**config.mk**
```make
export PLATFORM = sky130hd
export DESIGN_NAME = ula_seq_md
export DESIGN_NICKNAME = d
export VERILOG_FILES = /design/src/rtl/ula_seq_md.sv
export SDC_FILE = /design/constraint.sdc
export NUM_CORES = 1
export LEC_CHECK = 0
export CORE_UTILIZATION = 47
export CTS_CLUSTER_SIZE = 12
export DETAILED_ROUTE_END_ITERATION = 7
export MAX_ROUTING_LAYER = met4
export PLACE_DENSITY_LB_ADDON = 0.25
export SLEW_MARGIN = 0
export SYNTH_ARGS = -nofsm -noshare
export SYNTH_HDL_FRONTEND = slang
export SYNTH_SLANG_ARGS = --single-unit
```
**constraint.sdc**
```tcl
create_clock -name clk -period 16.9 [get_ports clk]
set_input_delay 2.535 -clock clk [delete_from_list [all_inputs] [get_ports clk]]
set_output_delay 2.535 -clock clk [all_outputs]
set_load 0.05 [all_outputs]
```
**src/rtl/ula_seq_md.sv**
```systemverilog
// ula_seq_md: registered MIPS ALU with built-in ALU-control decode and an
// iterative shift-add multiplier / restoring divider writing HI/LO.
//
// Handshake: an op is taken on a rising edge where start && ready. A
// single-cycle op (including mfhi/mflo and illegal codes) pulses valid in
// the very next cycle with ready still high, so issue may continue every
// cycle. A mult/div drops ready and raises busy for W+1 cycles; start is
// ignored (not queued) meanwhile, and valid pulses once as ready returns.
// result/zero/illegal hold their value until the next valid pulse.
module ula_seq_md #(
    parameter int W         = 32,
    parameter bit MD_ENABLE = 1'b1
) (
    input  logic         clk,
    input  logic         reset,
    input  logic         start,
    input  logic [1:0]   aluop,
    input  logic [5:0]   funct,
    input  logic [W-1:0] a,
    input  logic [W-1:0] b,
    output logic         ready,
    output logic         busy,
    output logic         valid,
    output logic [W-1:0] result,
    output logic         zero,
    output logic         illegal,
    output logic [1:0]   state_dbg
);

    localparam int CW = $clog2(W);

    localparam logic [5:0] F_MFHI  = 6'd16;
    localparam logic [5:0] F_MFLO  = 6'd18;
    localparam logic [5:0] F_MULT  = 6'd24;
    localparam logic [5:0] F_MULTU = 6'd25;
    localparam logic [5:0] F_DIV   = 6'd26;
    localparam logic [5:0] F_DIVU  = 6'd27;
    localparam logic [5:0] F_ADD   = 6'd32;
    localparam logic [5:0] F_ADDU  = 6'd33;
    localparam logic [5:0] F_SUB   = 6'd34;
    localparam logic [5:0] F_SUBU  = 6'd35;
    localparam logic [5:0] F_AND   = 6'd36;
    localparam logic [5:0] F_OR    = 6'd37;
    localparam logic [5:0] F_XOR   = 6'd38;
    localparam logic [5:0] F_NOR   = 6'd39;
    localparam logic [5:0] F_SLT   = 6'd42;
    localparam logic [5:0] F_SLTU  = 6'd43;

    typedef enum logic [1:0] {
        S_IDLE   = 2'd0,
        S_MD_RUN = 2'd1,
        S_MD_FIX = 2'd2
    } state_t;

    // Architectural and control state
    state_t         state_q, state_d;
    logic [CW-1:0]  cnt_q, cnt_d;
    logic [W-1:0]   hi_q, hi_d;
    logic [W-1:0]   lo_q, lo_d;
    logic [W-1:0]   result_q, result_d;
    logic           zero_q, zero_d;
    logic           illegal_q, illegal_d;
    logic           valid_q, valid_d;

    // Latched multiply/divide operation
    logic [2*W-1:0] md_p_q, md_p_d;     // mult: {acc, multiplier}; div: {rem, quotient/dividend}
    logic [W-1:0]   md_b_q, md_b_d;     // mult: multiplicand magnitude; div: divisor magnitude
    logic [W-1:0]   md_a_q, md_a_d;     // raw a, needed for divide-by-zero HI
    logic           md_div_q, md_div_d;
    logic           md_neg_q, md_neg_d;   // negate product / quotient
    logic           md_aneg_q, md_aneg_d; // negate remainder
    logic           md_bz_q, md_bz_d;     // divisor was zero

    // Decode results
    logic [W-1:0]   sc_res;
    logic           sc_ill;
    logic           is_md;
    logic           md_is_div;
    logic           md_signed;
    logic [W-1:0]   a_mag;
    logic [W-1:0]   b_mag;

    // Iteration and sign-fix datapath
    logic [W:0]     mul_sum;
    logic [W:0]     div_shift;
    logic           div_ge;
    logic [W-1:0]   div_diff;
    logic [2*W-1:0] prod_fix;
    logic [W-1:0]   quot_fix;
    logic [W-1:0]   rem_fix;

    // ALU-control decode and the single-cycle result for the current request
    always_comb begin
        sc_res    = '0;
        sc_ill    = 1'b0;
        is_md     = 1'b0;
        md_is_div = 1'b0;
        md_signed = 1'b0;
        case (aluop)
            2'd0: sc_res = a + b;
            2'd1: sc_res = a - b;
            2'd2: begin
                case (funct)
                    F_ADD, F_ADDU: sc_res = a + b;
                    F_SUB, F_SUBU: sc_res = a - b;
                    F_AND:  sc_res = a & b;
                    F_OR:   sc_res = a | b;
                    F_XOR:  sc_res = a ^ b;
                    F_NOR:  sc_res = ~(a | b);
                    F_SLT:  sc_res = {{(W-1){1'b0}}, ($signed(a) < $signed(b))};
                    F_SLTU: sc_res = {{(W-1){1'b0}}, (a < b)};
                    F_MFHI: begin
                        if (MD_ENABLE) sc_res = hi_q;
                        else           sc_ill = 1'b1;
                    end
                    F_MFLO: begin
                        if (MD_ENABLE) sc_res = lo_q;
                        else           sc_ill = 1'b1;
                    end
                    F_MULT, F_MULTU, F_DIV, F_DIVU: begin
                        if (MD_ENABLE) begin
                            is_md     = 1'b1;
                            md_is_div = funct[1];
                            md_signed = ~funct[0];
                        end else begin
                            sc_ill = 1'b1;
                        end
                    end
                    default: sc_ill = 1'b1;
                endcase
            end
            default: sc_ill = 1'b1;
        endcase
        if (sc_ill) sc_res = '0;
    end

    assign a_mag = (md_signed && a[W-1]) ? -a : a;
    assign b_mag = (md_signed && b[W-1]) ? -b : b;

    // One multiply step (add multiplicand when the multiplier LSB is set, then
    // shift right) and one restoring divide step (shift in next dividend bit,
    // subtract when it fits). The remainder stays below the divisor, so the
    // difference always fits back into W bits.
    always_comb begin
        mul_sum   = {1'b0, md_p_q[2*W-1:W]} + (md_p_q[0] ? {1'b0, md_b_q} : {(W+1){1'b0}});
        div_shift = {md_p_q[2*W-1:W], md_p_q[W-1]};
        div_ge    = (div_shift >= {1'b0, md_b_q});
        div_diff  = div_shift[W-1:0] - md_b_q;
        prod_fix  = md_neg_q  ? -md_p_q         : md_p_q;
        quot_fix  = md_neg_q  ? -md_p_q[W-1:0]  : md_p_q[W-1:0];
        rem_fix   = md_aneg_q ? -md_p_q[2*W-1:W] : md_p_q[2*W-1:W];
    end

    // Next-state logic for the FSM, HI/LO and the registered outputs
    always_comb begin
        state_d   = state_q;
        cnt_d     = cnt_q;
        hi_d      = hi_q;
        lo_d      = lo_q;
        result_d  = result_q;
        zero_d    = zero_q;
        illegal_d = illegal_q;
        valid_d   = 1'b0;
        md_p_d    = md_p_q;
        md_b_d    = md_b_q;
        md_a_d    = md_a_q;
        md_div_d  = md_div_q;
        md_neg_d  = md_neg_q;
        md_aneg_d = md_aneg_q;
        md_bz_d   = md_bz_q;
        case (state_q)
            S_IDLE: begin
                if (start) begin
                    if (is_md) begin
                        state_d   = S_MD_RUN;
                        cnt_d     = '0;
                        md_div_d  = md_is_div;
                        md_neg_d  = md_signed & (a[W-1] ^ b[W-1]);
                        md_aneg_d = md_signed & a[W-1];
                        md_a_d    = a;
                        md_bz_d   = (b == '0);
                        if (md_is_div) begin
                            md_p_d = {{W{1'b0}}, a_mag};
                            md_b_d = b_mag;
                        end else begin
                            md_p_d = {{W{1'b0}}, b_mag};
                            md_b_d = a_mag;
                        end
                    end else begin
                        result_d  = sc_res;
                        zero_d    = (sc_res == '0);
                        illegal_d = sc_ill;
                        valid_d   = 1'b1;
                    end
                end
            end
            S_MD_RUN: begin
                if (md_div_q) begin
                    if (div_ge) md_p_d = {div_diff, md_p_q[W-2:0], 1'b1};
                    else        md_p_d = {div_shift[W-1:0], md_p_q[W-2:0], 1'b0};
                end else begin
                    md_p_d = {mul_sum, md_p_q[W-1:1]};
                end
                cnt_d = cnt_q + 1'b1;
                if (cnt_q == CW'(W-1)) state_d = S_MD_FIX;
            end
            S_MD_FIX: begin
                if (md_div_q) begin
                    if (md_bz_q) begin
                        lo_d = '1;
                        hi_d = md_a_q;
                    end else begin
                        lo_d = quot_fix;
                        hi_d = rem_fix;
                    end
                end else begin
                    {hi_d, lo_d} = prod_fix;
                end
                result_d  = lo_d;
                zero_d    = (lo_d == '0);
                illegal_d = 1'b0;
                valid_d   = 1'b1;
                state_d   = S_IDLE;
            end
            default: state_d = S_IDLE;
        endcase
    end

    // State registers; reset aborts any multiply/divide in flight
    always_ff @(posedge clk or posedge reset) begin
        if (reset) begin
            state_q   <= S_IDLE;
            cnt_q     <= '0;
            hi_q      <= '0;
            lo_q      <= '0;
            result_q  <= '0;
            zero_q    <= 1'b1;
            illegal_q <= 1'b0;
            valid_q   <= 1'b0;
            md_p_q    <= '0;
            md_b_q    <= '0;
            md_a_q    <= '0;
            md_div_q  <= 1'b0;
            md_neg_q  <= 1'b0;
            md_aneg_q <= 1'b0;
            md_bz_q   <= 1'b0;
        end else begin
            state_q   <= state_d;
            cnt_q     <= cnt_d;
            hi_q      <= hi_d;
            lo_q      <= lo_d;
            result_q  <= result_d;
            zero_q    <= zero_d;
            illegal_q <= illegal_d;
            valid_q   <= valid_d;
            md_p_q    <= md_p_d;
            md_b_q    <= md_b_d;
            md_a_q    <= md_a_d;
            md_div_q  <= md_div_d;
            md_neg_q  <= md_neg_d;
            md_aneg_q <= md_aneg_d;
            md_bz_q   <= md_bz_d;
        end
    end

    assign ready     = (state_q == S_IDLE);
    assign busy      = (state_q != S_IDLE);
    assign valid     = valid_q;
    assign result    = result_q;
    assign zero      = zero_q;
    assign illegal   = illegal_q;
    assign state_dbg = state_q;

endmodule

```
==> summary.md <==
| Metric | Value |
|---|---|
| Outcome | `finished clean` |
| Setup bufs post-CTS | `0` |
| Slew HR | `14.01%` |
| CTS buffer count | `30` |
| Largest net degree at the start of global routing | `79` |
| Post-synthesis compound-gate area fraction | `29.57%` |
| Sequential cell area | `5963 sq um` |
| Startpoint Class | `input pin` |
| Skew-Pair Late Insertion Delay | `0.59 ns` |
| Tcrit/Tclk final | `40.77%` |
| WHS | `0.4765 ns` |
| Static Leak | `10.94 nW` |
| Simple-gate share of the synthesized area | `17.88%` |
| Post-route setup TNS | `0 ns` |
| Non-Filler Cell Area, Final | `26590 sq um` |
| Minimum clock period | `6.891 ns` |
| Vias in the first global route | `23.74k` |
| Core outline area | `50270 sq um` |
| Max-slew violation count | `0` |
| Clk slew on worst S/H paths | `0.06 ns` |
| Req. time, crit path | `17.40 ns` |
| Synth Net Count | `3406` |
| Vias per Instance | `6.502` |
| Hold WC Path Type | `register to register` |
| IO Port Bufs | `113` |
| Placed Area | `25580 sq um` |
| Post-Synth Adder-Cell Area | `9.145%` |
| Seq/Total Area, Yosys | `24.82%` |
| Syn Area/Cell | `7.599 sq um` |
| Number of remaining DRC errors | `0` |
| Nets@finish | `3378` |
| Post-DRT Antenna Nets | `0` |
| Crit Path Category | `input pin to register` |
| Gr ovfl total | `0` |
| Netlist cell types | `87` |
| CTS Root Cell | `clkbuf_16` |
| Initial core utilization | `47.74%` |
| Multi-input gate area | `16730 sq um` |
| VDD IR max | `114.1 uV` |
| Setup WS post-layout | `10.01 ns` |
| Share of cells above drive strength 1 | `5.297%` |
| Critical path endpoint category | `register` |
| Final Util | `52.89%` |
| Largest family of logic cells by synthesized area | `compound AO/OA/AOI/OAI gates` |
| WL per Instance | `25.79 um` |
| Ys flop type | `dfrtp_1` |
| Mux contribution to synthesized area | `4.583%` |
| Critical path launch point | `a[1]` |
| Seq cells post-synth | `238` |
| H-tree depth | `1` |
| Synth Instances | `3158` |
| Routed Wire Length | `98800 um` |
| Via count | `24.91k` |
| Max clock buf depth | `3` |
| First-pass GRT wire length | `148000 um` |
| Count of final hold-check violations | `0` |
| Filler instances | `4825` |
| GPL Wtd Cong | `1.014` |
| HP Start | `lo_q[14]` |
| Critical path arrival | `7.40 ns` |
| Tot GR Track Use | `38.09%` |
| Die ar. | `51970 sq um` |
| Fmax | `145.1 MHz` |
| Io pins | `114` |
| TritonCTS clock tree | `done` |
| Post-Place Worst Slack | `9.547 ns` |
| Post-Route Skew | `0.01150 ns` |
| RSZ-0062 raised after global routing | `no` |
| Max cap viols | `0` |
| Tightest Pin Transition | `1.287 ns` |
| Post-synth ARST share | `100.0%` |
| Router iterations before antenna repair | `8` |
| # rows | `82` |
| Post-Syn Area | `24000 sq um` |
| Pwr dens | `96.09 nW/um^2` |
| Yosys warning count | `0` |
| Drt first-iter violations | `2559` |
| Crit path max fanout | `8` |
| Initial antenna violation count | `7` |
| Chip height | `228.0 um` |
| R2r startpoint | `md_p_q[0]` |
| XOR/XNOR Fraction of Synth Area | `8.066%` |
| Die width | `228.0 um` |
| CTS sink cnt | `238` |
| # setup viols final | `0` |
| Post-synth EDFFs | `0` |
| Hpwl dp | `75950 um` |
| Hold_buf cts | `0` |
| Area Growth Syn to Fin | `10.81%` |
| Cts repair resizes | `0` |
through the flow:
stage / std cells / total power [mW]
after floorplan: 3158 / 1.529
after global placement: 3770 / 1.841
after detailed placement: 3770 / 1.860
after CTS: 3825 / 2.530
after global routing: 3830 / 2.684
final: 3831 / 2.555
per-layer routing:
layer	vias up	part of all wire [%]	GRT usage, %
met5	-	0	-
met4	0	6.1	20.09
met3	242	6.7	4.425
met2	1191	45	59.39
met1	12110	42	48.45
li1	11370	-	-
Yosys cell counts, types with 23 or more instances:
library cell | instances | share of area, %
nand2_1 | 338 | 5.3
o21ai_0 | 297 | 6.2
nor2_1 | 293 | 4.6
a21oi_1 | 256 | 5.3
dfrtp_1 | 237 | 25
clkbuf_1 | 183 | 2.9
xnor2_1 | 175 | 6.4
ha_1 | 169 | 8.8
inv_1 | 161 | 2.5
mux2i_1 | 84 | 3.5
a21o_1 | 79 | 2.5
nor3_1 | 52 | 1.1
o31ai_1 | 47 | 1.5
xor2_1 | 46 | 1.7
nand3_1 | 45 | 0.94
o211ai_1 | 43 | 1.3
a31oi_1 | 42 | 1.1
a221o_1 | 40 | 1.7
a211oi_1 | 33 | 1.0
nor4_1 | 33 | 0.86
a221oi_1 | 32 | 1.2
nand2b_1 | 30 | 0.78
a22oi_1 | 29 | 0.91
o21ai_1 | 27 | 0.56
buf_1 | 24 | 0.38
mux2_2 | 23 | 1.1
area by class of cell:
type,count,area share [%]
timing repair buffer,153,5.373
antenna,6,0.05646
sequential,238,22.43
tap,672,3.162
multi-input combinational,2544,62.90
clock inverter,12,0.4376
inverter,163,2.329
clock buffer,43,3.312
cells in the final DEF (no fill, tap or decap), drive strengths merged, types with 17 or more instances in the layout:
cell type,Yosys,layout
a211oi,33,33
a21o,79,79
a21oi,256,256
a221o,40,40
a221oi,32,32
a22oi,29,29
a31oi,42,42
and2,18,18
buf,29,41
clkbuf,184,43
clkdlybuf4s50,0,112
dfrtp,237,237
ha,169,169
inv,163,163
mux2,23,23
mux2i,84,84
nand2,339,339
nand2b,30,30
nand3,45,45
nor2,293,293
nor2b,20,20
nor3,52,52
nor4,33,33
o211ai,43,43
o21a,18,18
o21ai,324,324
o22ai,18,18
o31ai,47,47
or2,17,17
or3,22,22
or4,17,17
xnor2,175,175
xor2,46,46
worst max-delay path, stage by stage:
cell and delay [ns]:
clkdlybuf4s50_1 0.72, inv_1 0.15, ha_1 0.38, or2_1 0.33, a211oi_1 0.37, o31a_1 0.25
nor4b_1 0.14, o31ai_1 0.64, a41oi_1 0.45, o31ai_1 0.39, a211oi_1 0.13, o2bb2ai_1 0.46
nand4_1 0.16, o31ai_1 0.27
registers in the layout, indices dropped and copies added (netlist names):
signal     count
cnt_q          5
hi_q          32
illegal        1
lo_q          32
md_a_q        32
md_aneg_q      1
md_b_q        32
md_bz_q        1
md_div_q       1
md_neg_q       1
md_p_q        64
result        32
state_dbg      2
valid          1
zero           1
report_power, final:
part           internal [mW]  switching (mW)  total [mW]
logic                  0.439           0.701        1.14
registers              0.634           0.114       0.748
clock network          0.390           0.276       0.666
total                   1.46            1.09        2.56
logic make-up after synthesis:
| logic type | after synthesis |
|---|---|
| simple gates | 940 |
| xor+xnor | 221 |
| fa+ha+maj | 173 |
| flops | 238 |
| mux | 107 |
| compound gates | 1103 |
| buf+inv | 376 |
path summary, 6_finish.rpt:
kind / to / slack, ns / cells after the start
setup reg to reg: md_p_q[63] / 11.88 / 14
hold reg to reg: lo_q[14] / 0.48 / 1
hold / removal: lo_q[14] / 0.48 / 1
setup / recovery: zero / 10.01 / 14
min in group asynchronous: md_b_q[4] / 2.39 / 2
max in group asynchronous: md_div_q / 12.52 / 4
(Power assumes the default switching activity.)
